### config.mk
export PLATFORM = sky130hd
export DESIGN_NAME = stage_sequencer
export DESIGN_NICKNAME = d
export VERILOG_FILES = /design/src/rtl/stage_sequencer_pkg.sv /design/src/rtl/stage_sequencer_read_credit_counter.sv /design/src/rtl/stage_sequencer.sv
export SDC_FILE = /design/constraint.sdc
export NUM_CORES = 1
export LEC_CHECK = 0
export CORE_ASPECT_RATIO = 0.75
export CORE_MARGIN = 2
export CORE_UTILIZATION = 44
export CTS_BUF_LIST = sky130_fd_sc_hd__clkbuf_4
export DETAILED_ROUTE_END_ITERATION = 10
export PLACE_DENSITY = 0.87
export SLEW_MARGIN = 10
export SYNTH_ARGS = -nofsm -noshare
export SYNTH_HDL_FRONTEND = slang
export SYNTH_SLANG_ARGS = --single-unit
### constraint.sdc
create_clock -name clk -period 2.6 [get_ports clk]
set_clock_uncertainty 0.05 [all_clocks]
set_input_delay 0.39 -clock clk [delete_from_list [all_inputs] [get_ports clk]]
set_output_delay 0.39 -clock clk [all_outputs]
set_load 0.005 [all_outputs]
### src/rtl/stage_sequencer_pkg.sv
// rtl/stage_sequencer_pkg.sv - shared state encodings for the stage sequencer
// Purpose: FSM state type and width used by stage_sequencer.
// Ports: none (package).
package stage_sequencer_pkg;

   localparam int SEQ_STATE_BITS = 1;

   typedef enum logic [SEQ_STATE_BITS-1:0] {
      SEQ_STATE_IDLE = 1'b0,
      SEQ_STATE_RUN  = 1'b1
   } seq_state_t;

endpackage

### src/rtl/stage_sequencer_read_credit_counter.sv
// rtl/stage_sequencer_read_credit_counter.sv - credit counter for TX reads awaiting RX replies
// Purpose: counts reads in flight, saturating at MAX_OUTSTANDING and 0.
// Ports: clk, reset (sync, active-high); inc (read started), dec (reply done);
//        count (reads in flight), not_full (count < MAX_OUTSTANDING).
module read_credit_counter #(
   parameter int MAX_OUTSTANDING = 2,
   parameter int CW = $clog2(MAX_OUTSTANDING + 1)
) (
   input  logic          clk,
   input  logic          reset,
   input  logic          inc,
   input  logic          dec,
   output logic [CW-1:0] count,
   output logic          not_full
);

   localparam logic [CW-1:0] FULL = CW'(MAX_OUTSTANDING);

   logic full;
   logic empty;

   assign full     = (count == FULL);
   assign empty    = (count == '0);
   assign not_full = !full;

   always_ff @(posedge clk) begin
      if (reset) begin
         count <= '0;
      end else begin
         // A simultaneous start and reply hand one credit straight back.
         if (inc && !dec && !full)
            count <= count + 1'b1;
         else if (dec && !inc && !empty)
            count <= count - 1'b1;

         assert (!(inc && !dec && full));
         assert (!(dec && !inc && empty));
      end
   end

endmodule

### src/rtl/stage_sequencer.sv
// rtl/stage_sequencer.sv - per-instruction ALU stage sequencer with repeat stage and read credits
// Purpose: steps an accepted instruction through the stages selected by stage_mask,
//          repeating REPEAT_STAGE repeat_count times; gates imm16 prefetch and
//          tracks outstanding TX reads.
// Ports: decoder side (inst_valid, skip_inst, need_imm16, imm16_loaded, load_imm16,
//        stage_mask, reply_mask, repeat_count, inst_done); ALU side (op_done, alu_en,
//        stage, stage_iter, last_iter); TX/RX side (tx_read_started, rx_done,
//        rx_data_valid, read_slot_free, outstanding).
module stage_sequencer
   import stage_sequencer_pkg::*;
#(
   parameter int NUM_STAGES      = 4,
   parameter int REPEAT_STAGE    = 3,
   parameter int REPEAT_BITS     = 4,
   parameter int MAX_OUTSTANDING = 2,
   parameter int STAGE_W         = (NUM_STAGES > 1) ? $clog2(NUM_STAGES) : 1,
   parameter int OUT_W           = $clog2(MAX_OUTSTANDING + 1)
) (
   input  logic                   clk,
   input  logic                   reset,
   input  logic                   inst_valid,
   input  logic                   skip_inst,
   input  logic                   need_imm16,
   input  logic                   imm16_loaded,
   output logic                   load_imm16,
   input  logic [NUM_STAGES-1:0]  stage_mask,
   input  logic [NUM_STAGES-1:0]  reply_mask,
   input  logic [REPEAT_BITS-1:0] repeat_count,
   input  logic                   op_done,
   output logic                   alu_en,
   output logic [STAGE_W-1:0]     stage,
   output logic [REPEAT_BITS-1:0] stage_iter,
   output logic                   last_iter,
   output logic                   inst_done,
   input  logic                   tx_read_started,
   input  logic                   rx_done,
   input  logic                   rx_data_valid,
   output logic                   read_slot_free,
   output logic [OUT_W-1:0]       outstanding
);

   // Returns {found, index} of the lowest set bit of m at or above lo.
   function automatic logic [STAGE_W:0] find_from(input logic [NUM_STAGES-1:0] m, input int lo);
      logic [STAGE_W:0] r;
      r = '0;
      for (int i = NUM_STAGES - 1; i >= 0; i--)
         if (i >= lo && m[i])
            r = {1'b1, STAGE_W'(i)};
      return r;
   endfunction

   seq_state_t               state, state_n;
   logic [STAGE_W-1:0]       stage_n;
   logic [REPEAT_BITS-1:0]   iter_n;
   logic                     imm16_avail;
   logic                     abort;
   logic                     ready;
   logic [NUM_STAGES-1:0]    eff;
   logic [STAGE_W:0]         first_hit;
   logic [STAGE_W:0]         next_hit;

   always_comb begin
      eff = stage_mask;
      if (repeat_count == '0)
         eff[REPEAT_STAGE] = 1'b0;
   end

   assign first_hit  = find_from(eff, 0);
   assign next_hit   = find_from(eff, int'(stage) + 1);
   assign load_imm16 = inst_valid && need_imm16 && !imm16_avail;
   assign ready      = !load_imm16;

   always_comb begin
      state_n   = state;
      stage_n   = stage;
      iter_n    = stage_iter;
      alu_en    = 1'b0;
      last_iter = 1'b0;
      inst_done = 1'b0;
      abort     = 1'b0;
      case (state)
         SEQ_STATE_IDLE: begin
            if (inst_valid && ready) begin
               if (skip_inst || eff == '0) begin
                  inst_done = 1'b1;
               end else begin
                  state_n = SEQ_STATE_RUN;
                  stage_n = first_hit[STAGE_W-1:0];
                  iter_n  = '0;
               end
            end
         end
         SEQ_STATE_RUN: begin
            last_iter = (stage != STAGE_W'(REPEAT_STAGE)) ||
                        (({1'b0, stage_iter} + 1'b1) == {1'b0, repeat_count});
            if (!inst_valid) begin
               // Decoder dropped the instruction mid-flight: abandon it silently.
               abort   = 1'b1;
               state_n = SEQ_STATE_IDLE;
               stage_n = '0;
               iter_n  = '0;
            end else begin
               alu_en = !(reply_mask[stage] && !rx_data_valid);
               if (op_done) begin
                  if (!last_iter) begin
                     iter_n = stage_iter + 1'b1;
                  end else if (next_hit[STAGE_W]) begin
                     stage_n = next_hit[STAGE_W-1:0];
                     iter_n  = '0;
                  end else begin
                     inst_done = 1'b1;
                     state_n   = SEQ_STATE_IDLE;
                     stage_n   = '0;
                     iter_n    = '0;
                  end
               end
            end
         end
         default: state_n = SEQ_STATE_IDLE;
      endcase
      // A reset cycle never retires an instruction.
      if (reset)
         inst_done = 1'b0;
   end

   always_ff @(posedge clk) begin
      if (reset) begin
         state       <= SEQ_STATE_IDLE;
         stage       <= '0;
         stage_iter  <= '0;
         imm16_avail <= 1'b0;
      end else begin
         state      <= state_n;
         stage      <= stage_n;
         stage_iter <= iter_n;
         if (inst_done || abort)
            imm16_avail <= 1'b0;
         else if (imm16_loaded)
            imm16_avail <= 1'b1;
      end
   end

   read_credit_counter #(
      .MAX_OUTSTANDING (MAX_OUTSTANDING),
      .CW              (OUT_W)
   ) u_credit (
      .clk      (clk),
      .reset    (reset),
      .inc      (tx_read_started),
      .dec      (rx_done),
      .count    (outstanding),
      .not_full (read_slot_free)
   );

endmodule

Word-level counts from Yosys, hierarchy flattened. Cells that the tools add are included.

Register bits: 10. Bits in latches: 0. RAM bits: 0. ROM bits: 0. Input port bits: 22. Output and inout port bits: 13. Logic and storage cells: 99. Memories kept: 0.

Add/sub/neg operators: 5. Multipliers: 0. Div/mod/pow operators: 0. $lt $le $gt $ge: 5. Eq/ne operators: 7. Shift operators: 0. Mux-type cells: 46. Bitwise gates (word level): 1. Reduce and logical (&&, ||, !) cells: 30.

Operators by type and width (count): $mux 2 (12); $mux 1 (20); $mux 4 (5); $logic_and 1x1->1 (12); $mux 3 (4); $logic_not 1->1 (8); $logic_not 4->1 (2); $pmux 4 s2 (1); $ge 1x3->1 const A (2); $ge 2x3->1 const A (2); $ne 2x2->1 const B (3); $add 4x1->5 const B (1); $eq 5x4->1 (1); $add 4x1->4 const B (1); $pmux 1 s2 (2); $pmux 2 s2 (1); $reduce_and 4->1 (1); $add 2x1->3 const B (1); $logic_or 1x1->1 (3); $lt 2x3->1 const B (1); $ne 3x2->1 const B (1); $ne 3x3->1 const B (1); $reduce_and 3->1 (1); $add 2x1->2 const B (1); other kinds (7) (7).

Longest topological paths before layout.
Depth after elaboration: 15. Mapped depth: 6. Depth with buffers taken out: 6.

By module. Synthesis repeated with hierarchy kept, for this count alone.

Cells, all modules: 103. Area, all modules: 827.0 um2.

By module, submodules not included: stage_sequencer (times used 1, cells each 89, area an instance 708.2 um2, seq. area each 160.2 um2); read_credit_counter (times used 1, cells each 14, area an instance 118.9 um2, seq. area each 40.0 um2).

Worst setup path before layout. No wires, ideal clock.

Kind: input to output. Start point: input repeat_count[1]. End point: output inst_done. Arrival time: 1822 ps. Data required time: 2160 ps. Setup slack: 338 ps. Stages: 5. Path buffers: 0. Cell sequence: o41ai_4 -> a21oi_1 -> or4b_4 -> o32a_1 -> nor2_1.

Longest elaborated chain between the ends: 13. Elaborated cells on any way between the ends: 19. Those cells by class: eq/ne (1); mux (13); reduce/logical (5).

RTL lines: start: declaration (line stage_sequencer.sv:28) `input logic [REPEAT_BITS-1:0] repeat_count,`; $logic_not 4->1 (line stage_sequencer.sv:64) `if (repeat_count == '0)`; $mux 1 (line stage_sequencer.sv:64); $logic_and 1x1->1 (line stage_sequencer.sv:47) `if (i >= lo && m[i])`; $mux 3 (4 in series) (line stage_sequencer.sv:47); $mux 1 (line stage_sequencer.sv:107) `end else if (next_hit[STAGE_W]) begin`; $mux 1 (line stage_sequencer.sv:105) `if (!last_iter) begin`; $mux 1 (line stage_sequencer.sv:104) `if (op_done) begin`; $mux 1 (line stage_sequencer.sv:96) `if (!inst_valid) begin`; $pmux 1 s2 * (line stage_sequencer.sv:81) `case (state)`; $mux 1 * (line stage_sequencer.sv:122) `if (reset)`; end: declaration (line stage_sequencer.sv:34) `output logic inst_done,`.

Mark *: on every way between the ends. The rest lies on a longest branch, timed or not.

Worst setup path in the final report.
Start point: register stage_iter[1]. End point: output inst_done.

Longest elaborated chain between the ends: 8.

RTL lines: start: declaration (line stage_sequencer.sv:32) `output logic [REPEAT_BITS-1:0] stage_iter,`; start signal: assignment (line stage_sequencer.sv:135) `stage_iter <= iter_n;`; $add 4x1->5 (line stage_sequencer.sv:95) `(({1'b0, stage_iter} + 1'b1) == {1'b0, repeat_count});`; $eq 5x4->1 (line stage_sequencer.sv:95); $logic_or 1x1->1 (line stage_sequencer.sv:94) `last_iter = (stage != STAGE_W'(REPEAT_STAGE)) ||`; $mux 1 (line stage_sequencer.sv:105); $mux 1 (line stage_sequencer.sv:104); $mux 1 (line stage_sequencer.sv:96); $pmux 1 s2 (line stage_sequencer.sv:81); $mux 1 (line stage_sequencer.sv:122).

Every way passes these cells.

==> results by group <==
Layout
  – Register area: 203 um^2
  – Share of layout cells above drive strength 1: 25.6%
  – # diodes: 0
  – Filler cells: 131
  – Area growth, synth to finish: 63.4%
  – Nets: 184
  – Area of the multi-input gates: 619 um^2
  – Final std cells w/o fill: 182

STA
  – Final Max Slew Viols: 0
  – Fin crit share: 102%
  – PnR worst setup slack: -0.0517 ns
  – Max Freq: 377 MHz
  – RSZ-0062 raised after global routing: yes
  – # setup viols final: 1
  – Minimum clock period: 2.65 ns
  – Slew Limit Headroom: 75.6%
  – Hold Vio Cnt, Final: 0
  – Setup TNS: -0.0517 ns
  – Worst slew pin tran: 0.357 ns

Placed design
  – Port Buffers: 34
  – GP Congestion: ~0.89
  – # placed instances: 174
  – DPL Wire Length: 1850 um

Drt
  – DR vias/cell: 5.62
  – Initial DRC Count: 23
  – Wire length on met3: ~160 um
  – Antenna Violating Nets Remaining: 0
  – WL met2: about 1200 um
  – Metal-1 WL: 1170 um
  – Max layer used: met4
  – Wire length per cell: 14.1 um
  – Total Wirelength: 2570 um
  – TritonRoute pass-1 iters: 8
  – Vias: 1023
  – # DRC: 0

Clocking
  – CTS tree: yes
  – CTS root buffer: clkbuf_4
  – CTS H-tree lvls: 1
  – Hold buffer count at cts: 0
  – CTS buffer count: 3
  – Clk pin slew, worst setup/hold paths: 0.08 ns
  – CTS Buffer Depth: 2
  – Clock Sinks: 10
  – Clock Latency Late Sink: 0.28 ns

Critical path
  – Critical Path Start Type: flip-flop
  – Critical path arrival: around 2.2 ns
  – CP max FO: 2
  – Critical path data required time: approximately 2.2 ns
  – Crit end category: output port
  – Setup CP Type: flip-flop to output port

Pwr
  – Combinational power share: 33.2%
  – Clk network pwr share: 27.6%
  – Power Density: 313 nW/um^2
  – Peak VDD IR: 0.233 mV
  – Leak: 0.524 nW
  – Switching share of power: 30.5%
  – Reg power frac: 39.2%
  – Cell internal pwr: 0.000299 W
  – Sw power: 0.000131 W

Global route
  – Vias in the first global route: 922
  – First-pass GRT wire length: around 4100 um
  – Grt total ovfl: 0
  – Initial antenna violation count: 0
  – Largest net degree at the start of global routing: 13
  – Total Routing Usage GR: a little under a quarter

Yosys
  – EDFF count, synth: 0
  – YS warnings: 0
  – Synth Area in Adders: 1.48%
  – Syn Nets: 129
  – Mux cell area share after synthesis: 2.67%
  – Unique masters post-synth: 42
  – Synth area leader: dfxtp_1
  – Simple-gate share of the synthesized area: 30.9%
  – Top-count cell post-synth: nor2_1
  – Synth async-reset ratio: 0%
  – Most used DFF post-synth: dfxtp_1
  – Main combinational cell family by area after synthesis: simple AND/OR/NAND/NOR gates
  – Area share of xor/xnor cells in the synthesized design: 6.23%
  – Post-synth top area share: about a quarter
  – Yosys reg bits: 10
  – Synth Area in Compound Gates: 27.4%
  – Commonest cells in the synthesized netlist: 12 x nor2_1, 10 x dfxtp_1, 8 x a21oi_1
  – Synthesized area per cell: 7.96 um^2
  – Mapped Cells: 106
  – Seq/Total Area, Yosys: 23.7%
  – Mapped Area: 843 um^2
  – Area contributors post-synth: dfxtp_1 24%, nor2_1 5.3%, a21oi_1 4.7%

Run status
  – Failing checks: setup timing
  – Status: finished, violations left

Floorplan
  – Die outline height: 41.9 um
  – Die width: 54.6 um
  – Initial Util: 47.6%
  – Core area: 1770 um^2
  – Rows: 13
  – I/O pin count: 35
  – Die Footprint: 2290 um^2

Min path
  – Worst min-delay path category: flip-flop to flip-flop

Flow run
  – Number of max-cap violations: 0
[path summary, 6_finish.rpt]
| kind | cells past startpoint | to | slack (ns) | startpoint |
|---|---|---|---|---|
| setup / recovery | 8 | inst_done | -0.05 | stage_iter[1] |
| hold / removal | 2 | imm16_avail | 0.46 | imm16_avail |
| setup reg to reg | 7 | imm16_avail | 0.64 | stage_iter[0] |
| hold reg to reg | 2 | imm16_avail | 0.46 | imm16_avail |
[critical path: stages (launching register included)]
cell	delay, ns
dfxtp_2	0.34
ha_4	0.25
xor2_2	0.16
a311oi_2	0.35
a31oi_2	0.18
buf_4	0.17
o32a_1	0.29
nor2_1	0.10
buf_2	0.12
[flip-flops by register name (all words and copies together) (netlist names)]
name	flops
stage_iter	4
stage	2
u_credit.count	2
imm16_avail	1
state	1
[power by group through the flow]
| stage | Clock (W) | Combinational (W) | Sequential, W |
|---|---|---|---|
| after floorplan | 0 | 0.0000691 | 0.000168 |
| after global placement | 0 | 0.000134 | 0.000172 |
| after detailed placement | 0 | 0.000138 | 0.000172 |
| after CTS | 0.000121 | 0.000140 | 0.000168 |
| after global routing | 0.000130 | 0.000158 | 0.000170 |
| final | 0.000119 | 0.000143 | 0.000169 |
[placed cells by master (no fill, tap or decap), drive strengths merged, types with 3 or more instances in the layout]
master          n
nor2           13
nand2           7
buf            26
nand3           5
nor2b           6
dfxtp          10
clkbuf          3
nand2b          3
xnor2           4
a311oi          4
clkdlybuf4s50  27
inv             4
o21ai           5
a21oi           8
[cell families (layout without fill, tap and decap cells)]
family / count (synthesis) / in the layout
mux: 1 / 1
buf+inv: 9 / 63
xor+xnor: 6 / 6
fa+ha+maj: 1 / 1
compound gates: 31 / 31
simple gates: 48 / 48
flops: 10 / 10
[stage by stage]
stage	total power (W)	setup WS (ns)	hold slack (ns)	utilization, %	instance area [um^2]
after floorplan	0.000237	0.338	0.423	-	843
after global placement	0.000305	-0.645	0.450	72.8	1290
after detailed placement	0.000309	-0.738	0.449	72.8	1290
after CTS	0.000429	-0.0774	0.464	75.5	1340
after global routing	0.000458	-0.179	0.492	77.7	1380
final	0.000431	-0.0517	0.462	77.7	1380
[cell type report]
cell class              instances  share of cell area, %
clock inverters                 1                  0.272
multi-input cells              87                   45.0
clock buffers                   3                   1.63
flip-flops and latches         10                   14.7
inverters                       4                   1.09
repair buffers                 55                   35.3
well taps                      22                   2.00
[repair_timing]
item                       4_1_cts  5_1_grt
gates resized for setup         28        6
setup endpoints to repair        2        2
pin swaps                        7        8
buffers inserted                 2        2
cloned                           0        0
[metal layers]
| metal | vias up | GRT usage [%] |
|---|---|---|
| met5 | - | 0 |
| met4 | 0 | 8.00 |
| met3 | 2 | 5.40 |
| met2 | 45 | 36.4 |
| met1 | 467 | 32.2 |
| li1 | 509 | - |
(Power assumes the default switching activity.)
